$ cat config.mk
export PLATFORM = sky130hd
export DESIGN_NAME = pc_sequencer_flat
export DESIGN_NICKNAME = d
export VERILOG_FILES = /design/src/rtl/core_pkg.sv /design/src/rtl/pc_sequencer_if.sv /design/src/rtl/pc_sequencer_adder.sv /design/src/rtl/pc_sequencer.sv /design/src/flat_wrapper.sv
export SDC_FILE = /design/constraint.sdc
export NUM_CORES = 1
export LEC_CHECK = 0
export BUFFER_PORTS_ARGS = -buffer_cell sky130_fd_sc_hd__buf_4
export CAP_MARGIN = 20
export CORE_ASPECT_RATIO = 0.8
export CORE_MARGIN = 3
export CORE_UTILIZATION = 40
export CTS_BUF_LIST = sky130_fd_sc_hd__clkbuf_8 sky130_fd_sc_hd__clkbuf_16
export DETAILED_ROUTE_END_ITERATION = 12
export PLACE_DENSITY = 0.64
export SYNTH_ARGS = -nofsm -noshare
export SYNTH_HDL_FRONTEND = slang
export SYNTH_SLANG_ARGS = --single-unit
$ cat constraint.sdc
create_clock -name clk -period 7.5 [get_ports clk]
set_input_delay 1.125 -clock clk [delete_from_list [all_inputs] [get_ports clk]]
set_output_delay 1.125 -clock clk [all_outputs]
set_load 0.005 [all_outputs]
$ cat src/rtl/core_pkg.sv
// core_pkg: constants and state encoding shared by the PC sequencer, its
// adder, and any trace/difftest monitor that reuses the adder.
//   XLEN     : datapath / PC width
//   RESET_PC : architectural PC after reset
//   PC_STEP  : sequential fetch increment
//   seq_state_e : fetch/execute sequencing states
package core_pkg;
  localparam int          XLEN     = 32;
  localparam logic [31:0] RESET_PC = 32'h8000_0000;
  localparam int          PC_STEP  = 4;

  typedef enum logic [2:0] {
    BOOT = 3'd0,
    REQ  = 3'd1,
    WAIT = 3'd2,
    EXEC = 3'd3,
    HALT = 3'd4
  } seq_state_e;
endpackage

$ cat src/rtl/pc_sequencer_if.sv
// pc_sequencer_if: fetch request/response channel between the PC sequencer
// (master) and the IFU (slave).
//   ifu_req_valid  : master -> slave, fetch request valid
//   ifu_req_ready  : slave -> master, request accepted
//   ifu_req_addr   : master -> slave, fetch address
//   ifu_resp_valid : slave -> master, fetched instruction returned
interface pc_sequencer_if #(parameter int XLEN = core_pkg::XLEN);
  logic            ifu_req_valid;
  logic            ifu_req_ready;
  logic [XLEN-1:0] ifu_req_addr;
  logic            ifu_resp_valid;

  modport master (
    output ifu_req_valid, ifu_req_addr,
    input  ifu_req_ready, ifu_resp_valid
  );

  modport slave (
    input  ifu_req_valid, ifu_req_addr,
    output ifu_req_ready, ifu_resp_valid
  );
endinterface

$ cat src/rtl/pc_sequencer_adder.sv
// pc_adder: purely combinational next-PC computation.
//   a_src_i    : operand A select, 0 = PC_STEP, 1 = imm_i
//   b_src_i    : operand B select, 0 = pc_i,    1 = rs1_i (jalr style)
//   pc_i/imm_i/rs1_i : operand sources
//   next_pc_o  : (A+B) mod 2^XLEN, bit0 cleared when B is rs1
//   misalign_o : next_pc_o[1] set while CHECK_ALIGN is enabled
module pc_adder
  import core_pkg::*;
#(
  parameter int XLEN        = core_pkg::XLEN,
  parameter bit CHECK_ALIGN = 1'b1
) (
  input  logic            a_src_i,
  input  logic            b_src_i,
  input  logic [XLEN-1:0] pc_i,
  input  logic [XLEN-1:0] imm_i,
  input  logic [XLEN-1:0] rs1_i,
  output logic [XLEN-1:0] next_pc_o,
  output logic            misalign_o
);
  logic [XLEN-1:0] opa, opb, sum;

  always_comb begin
    opa = a_src_i ? imm_i : XLEN'(PC_STEP);
    opb = b_src_i ? rs1_i : pc_i;
    // Carry out is dropped on purpose: wrap-around is architecturally silent.
    sum = opa + opb;
    next_pc_o = {sum[XLEN-1:1], sum[0] & ~b_src_i};
    misalign_o = CHECK_ALIGN && next_pc_o[1];
  end
endmodule

$ cat src/rtl/pc_sequencer.sv
// pc_sequencer: owns the architectural PC and sequences fetch for a
// single-cycle core: BOOT -> REQ -> WAIT -> EXEC -> REQ ..., HALT terminal.
//   clk, rst_n          : clock, asynchronous active-low reset
//   pc_a_src, pc_b_src  : next-PC adder operand selects
//   imm, rs1            : next-PC adder operand values
//   exec_done, halt_req : EXU completion strobe and stop request (EXEC only)
//   ifu                 : fetch request/response channel (master side)
//   inst_valid          : one-cycle pulse when the fetched instruction arrives
//   pc                  : architectural PC
//   misalign, halted    : sticky fault / stop flags
module pc_sequencer
  import core_pkg::*;
#(
  parameter int              XLEN        = core_pkg::XLEN,
  parameter logic [XLEN-1:0] RESET_PC    = core_pkg::RESET_PC,
  parameter bit              CHECK_ALIGN = 1'b1
) (
  input  logic              clk,
  input  logic              rst_n,
  input  logic              pc_a_src,
  input  logic              pc_b_src,
  input  logic [XLEN-1:0]   imm,
  input  logic [XLEN-1:0]   rs1,
  input  logic              exec_done,
  input  logic              halt_req,
  pc_sequencer_if.master    ifu,
  output logic              inst_valid,
  output logic [XLEN-1:0]   pc,
  output logic              misalign,
  output logic              halted
);
  seq_state_e      state_q, state_d;
  logic            boot_q, boot_d;
  logic [XLEN-1:0] pc_q, pc_d;
  logic            misalign_q, misalign_d;
  logic            halted_q, halted_d;

  logic [XLEN-1:0] next_pc;
  logic            next_mis;

  pc_adder #(.XLEN(XLEN), .CHECK_ALIGN(CHECK_ALIGN)) u_adder (
    .a_src_i    (pc_a_src),
    .b_src_i    (pc_b_src),
    .pc_i       (pc_q),
    .imm_i      (imm),
    .rs1_i      (rs1),
    .next_pc_o  (next_pc),
    .misalign_o (next_mis)
  );

  always_ff @(posedge clk or negedge rst_n) begin
    if (!rst_n) begin
      state_q    <= BOOT;
      boot_q     <= 1'b0;
      pc_q       <= RESET_PC;
      misalign_q <= 1'b0;
      halted_q   <= 1'b0;
    end else begin
      state_q    <= state_d;
      boot_q     <= boot_d;
      pc_q       <= pc_d;
      misalign_q <= misalign_d;
      halted_q   <= halted_d;
    end
  end

  always_comb begin
    state_d    = state_q;
    boot_d     = boot_q;
    pc_d       = pc_q;
    misalign_d = misalign_q;
    halted_d   = halted_q;
    inst_valid = 1'b0;
    case (state_q)
      // boot_q marks that the reset-release cycle has gone by idle.
      BOOT: begin
        boot_d = 1'b1;
        if (boot_q) state_d = REQ;
      end
      REQ: if (ifu.ifu_req_ready) state_d = WAIT;
      WAIT: if (ifu.ifu_resp_valid) begin
        inst_valid = 1'b1;
        state_d    = EXEC;
      end
      EXEC: if (exec_done) begin
        if (halt_req) begin
          halted_d = 1'b1;
          state_d  = HALT;
        end else if (next_mis) begin
          misalign_d = 1'b1;
          state_d    = HALT;
        end else begin
          pc_d    = next_pc;
          state_d = REQ;
        end
      end
      HALT:    state_d = HALT;
      default: state_d = BOOT;
    endcase
  end

  // Request valid is decoded from state only, so it has no combinational
  // dependence on ready/resp and drops with the async reset.
  assign ifu.ifu_req_valid = (state_q == REQ);
  assign ifu.ifu_req_addr  = pc_q;
  assign pc                = pc_q;
  assign misalign          = misalign_q;
  assign halted            = halted_q;
endmodule

$ cat src/flat_wrapper.sv
// flat-port wrapper written by rule: the top's interface ports become plain ports
module pc_sequencer_flat import core_pkg::*;
#(
  parameter int              XLEN        = core_pkg::XLEN,
  parameter logic [XLEN-1:0] RESET_PC    = core_pkg::RESET_PC,
  parameter bit              CHECK_ALIGN = 1'b1
)
  (clk, rst_n, pc_a_src, pc_b_src, imm, rs1, exec_done, halt_req, inst_valid, pc, misalign, halted, ifu_ifu_req_valid, ifu_ifu_req_addr, ifu_ifu_req_ready, ifu_ifu_resp_valid);
  pc_sequencer_if #(.XLEN(XLEN)) ifu_i ();
  input  logic clk;
  input  logic rst_n;
  input  logic pc_a_src;
  input  logic pc_b_src;
  input  logic [XLEN-1:0] imm;
  input  logic [XLEN-1:0] rs1;
  input  logic exec_done;
  input  logic halt_req;
  output logic inst_valid;
  output logic [XLEN-1:0] pc;
  output logic misalign;
  output logic halted;
  output wire logic [$bits(ifu_i.ifu_req_valid)-1:0] ifu_ifu_req_valid;
  output wire logic [$bits(ifu_i.ifu_req_addr)-1:0] ifu_ifu_req_addr;
  input wire logic [$bits(ifu_i.ifu_req_ready)-1:0] ifu_ifu_req_ready;
  input wire logic [$bits(ifu_i.ifu_resp_valid)-1:0] ifu_ifu_resp_valid;
  assign ifu_ifu_req_valid = ifu_i.ifu_req_valid;
  assign ifu_ifu_req_addr = ifu_i.ifu_req_addr;
  assign ifu_i.ifu_req_ready = ifu_ifu_req_ready;
  assign ifu_i.ifu_resp_valid = ifu_ifu_resp_valid;
  pc_sequencer #(.XLEN(XLEN), .RESET_PC(RESET_PC), .CHECK_ALIGN(CHECK_ALIGN)) u_core (.clk(clk), .rst_n(rst_n), .pc_a_src(pc_a_src), .pc_b_src(pc_b_src), .imm(imm), .rs1(rs1), .exec_done(exec_done), .halt_req(halt_req), .ifu(ifu_i), .inst_valid(inst_valid), .pc(pc), .misalign(misalign), .halted(halted));
endmodule
==> results_dict.tcl <==
set metrics [dict create \
    synth_edf_count 0 \
    io_buffer_count 137 \
    setup_tns_ps 0 \
    ys_async_sr_fraction_pct 100 \
    grt_max_degree 68 \
    grt-busiest-layer "met2" \
    route.detailed.drc 0 \
    first_global_vias 3374 \
    p_per_area_nw_per_um2 291 \
    finalNonFillerCells 672 \
    path_max_fanout 33 \
    fin_crit_ps 4240 \
    critPathLaunchType "primary input" \
    cts_setup_buffers 0 \
    clock-sinks 37 \
    pin_count 140 \
    ant_nets 0 \
    globalRouteMet1Util_pct 26.9 \
    htreeDepth 2 \
    antenna_found_initial 0 \
    nets 660 \
    die_x_um 116 \
    ys_types 53 \
    synthToLayoutAreaGrowth_pct 26.9 \
    gr-usage-met2_pct 27.7 \
    hold_path_class "register to register" \
    die_y_um 93.9 \
    cts_tree "built" \
    gr-usage-met3_pct 3.22 \
    relSlewSlack_pct 57.7 \
    drive_above_1_share_pct 32.9 \
    critPathArrivalTime_ps 4410 \
    clock_latency_ps 280 \
    fmax_mhz 236 \
    fp.dieArea_um2 10900 \
    worst-setup-path-type "primary input to register" \
    fp.coreArea_um2 9230 \
    required_ps 7660 \
    cts_resized 0 \
    setup_violations 0 \
    status "complete, no violations" \
    wirelength_um 10200 \
    synth_most_common_cell "nand2_1" \
    viasPerCell 5.32 \
    synth.area.top_cells "dfrtp_1 23%, ha_1 10%, mux2_2 8.7%" \
    yosys_warnings 0 \
    cts_hold_buffers 0 \
    yosysSeqAreaShare_pct 24.0 \
    finalHoldViolations 0 \
    first_iter_violations 148 \
    numCtsBuffers 5 \
    tightestPinTransition_ps 624 \
    min_period_over_period_pct 56.6 \
    synth.largest_area_cell "dfrtp_1" \
    track_usage_pct 18.1 \
    synth_ff_type "dfrtp_1" \
    p_leak_nw 2.51 \
    first_pass_iters 4 \
    cts-root-buf "clkbuf_16" \
    grt_pass1_wl_um 15900 \
    rsz0062_at_grt "no" \
    num_vias 3576 \
    synth_area_per_cell_um2 8.38 \
    wl_per_cell_um 15.1 \
    num_rows 31 \
    finalMaxSlewViolations 0 \
    netlist_area_um2 3860 \
    routabilityCongestion 0.895 \
    fin_skew_ps 4.58 \
    ys_top_cells_by_count "50 x nand2_1, 36 x dfrtp_1, 35 x o21ai_0, 34 x and2_1, 33 x buf_4" \
    r2r_slack_ps 4190 \
    overflow 0 \
    clk_pin_slew_ps 60 \
    drv_cap 0 \
    dp.cells 663 \
    endpoint_kind "register" \
    initial_core_util_pct 41.9 \
    netlist_instances 461 \
    ir_drop_mv 0.116 \
    netlist.area_leader.share_pct 23.3 \
    dp_hpwl_um 7740 \
    ys_seq_elements 37 \
    clk_path_buf_depth 2 \
    antennaDiodeCount 0 \
]
==> layout make-up <==
cell class	instances	area, um2
clock buffers	7	153
clock inverters	1	5.00
fillers	900	4330
inverters	10	37.5
multi-input cells	364	2590
flip-flops and latches	37	927
well taps	115	144
repair buffers	138	1050
==> worst paths after layout <==
check	cells after the start	end	from
worst max-delay path	14	u_core.ifu.ifu_req_addr[28]$_DFFE_PN0P_	pc_b_src
worst min-delay path	2	u_core.misalign$_DFFE_PN0P_	u_core.misalign$_DFFE_PN0P_
worst max register to register	13	u_core.ifu.ifu_req_addr[28]$_DFFE_PN0P_	u_core.ifu.ifu_req_addr[0]$_DFFE_PN0P_
worst min register to register	2	u_core.misalign$_DFFE_PN0P_	u_core.misalign$_DFFE_PN0P_
max in group asynchronous	1	u_core.ifu.ifu_req_addr[31]$_DFFE_PN1P_	rst_n
min in group asynchronous	1	u_core.state_q[1]$_DFFE_PN0P_	rst_n
==> cells by family after synthesis <==
| family | Yosys count | synth area share (%) |
|---|---|---|
| and+or+nand+nor | 150 | 20.2 |
| AOI/OAI and AO/OA | 121 | 20.6 |
| buffers and inverters | 61 | 9.13 |
| DFF | 37 | 24.0 |
| muxes | 33 | 9.52 |
| adders and majority gates | 32 | 10.6 |
| xor gates and xnor gates | 26 | 5.89 |
| other | 1 | 0.0970 |
==> layout by cell type, fill, tap and decap left out, types with 3 or more instances in the layout <==
master / netlist / final
a21oi_1: 27 / 27
and2_1: 34 / 34
o21ai_0: 35 / 35
dfrtp_1: 36 / 36
o21bai_1: 4 / 4
clkbuf_16: 0 / 5
buf_4: 33 / 137
nand2b_1: 8 / 8
a211o_1: 3 / 3
o31ai_1: 4 / 4
nor2_1: 10 / 10
a31oi_1: 5 / 5
and3_1: 10 / 10
inv_1: 10 / 10
o21ai_1: 3 / 3
a21o_1: 17 / 17
xor2_1: 11 / 11
nor4b_1: 3 / 3
xnor2_1: 15 / 15
nor2b_1: 8 / 8
mux2i_1: 3 / 3
mux2_2: 30 / 30
nand2_1: 50 / 49
nor3_1: 6 / 6
nor3b_1: 5 / 5
nand3_1: 13 / 13
ha_1: 31 / 31
==> power breakdown <==
group / switching [W] / internal, W
clock network: 0.0000847 / 0.000141
registers: 0.000109 / 0.000289
logic: 0.000357 / 0.000447
total: 0.000550 / 0.000877
==> state kept, by name, indices dropped and copies added (netlist names) <==
register                 count
u_core.ifu.ifu_req_addr     31
u_core.state_q               3
u_core.boot_q                1
u_core.halted                1
u_core.misalign              1
==> worst max-delay path: stages <==
cell and delay, ps:
buf_4 400, mux2_2 390, ha_1 190, inv_1 70, fa_1 210, nor2b_1 70, o21bai_1 200, a21oi_1 120
o311ai_1 580, a21o_1 210, nand2_1 100, a221oi_1 380, nor4b_1 100, a211o_1 230
==> stage by stage <==
| stage | setup WS [ps] | total power, W | utilization (%) | hold WS (ps) | cell area, um2 |
|---|---|---|---|---|---|
| after floorplan | 3290 | 0.000926 | - | 441 | 3870 |
| after global placement | 3200 | 0.00119 | 51.2 | 460 | 4730 |
| after detailed placement | 3050 | 0.00120 | 51.2 | 469 | 4730 |
| after CTS | 3340 | 0.00144 | 52.9 | 483 | 4890 |
| after global routing | 3050 | 0.00155 | 53.1 | 496 | 4910 |
| final | 3260 | 0.00143 | 53.1 | 471 | 4910 |
==> layer usage <==
layer	vias up	wire, um
met1	1659	5070
met5	-	0
met3	7	699
met4	0	56
li1	1799	-
met2	111	4330
(Power assumes the default switching activity.)
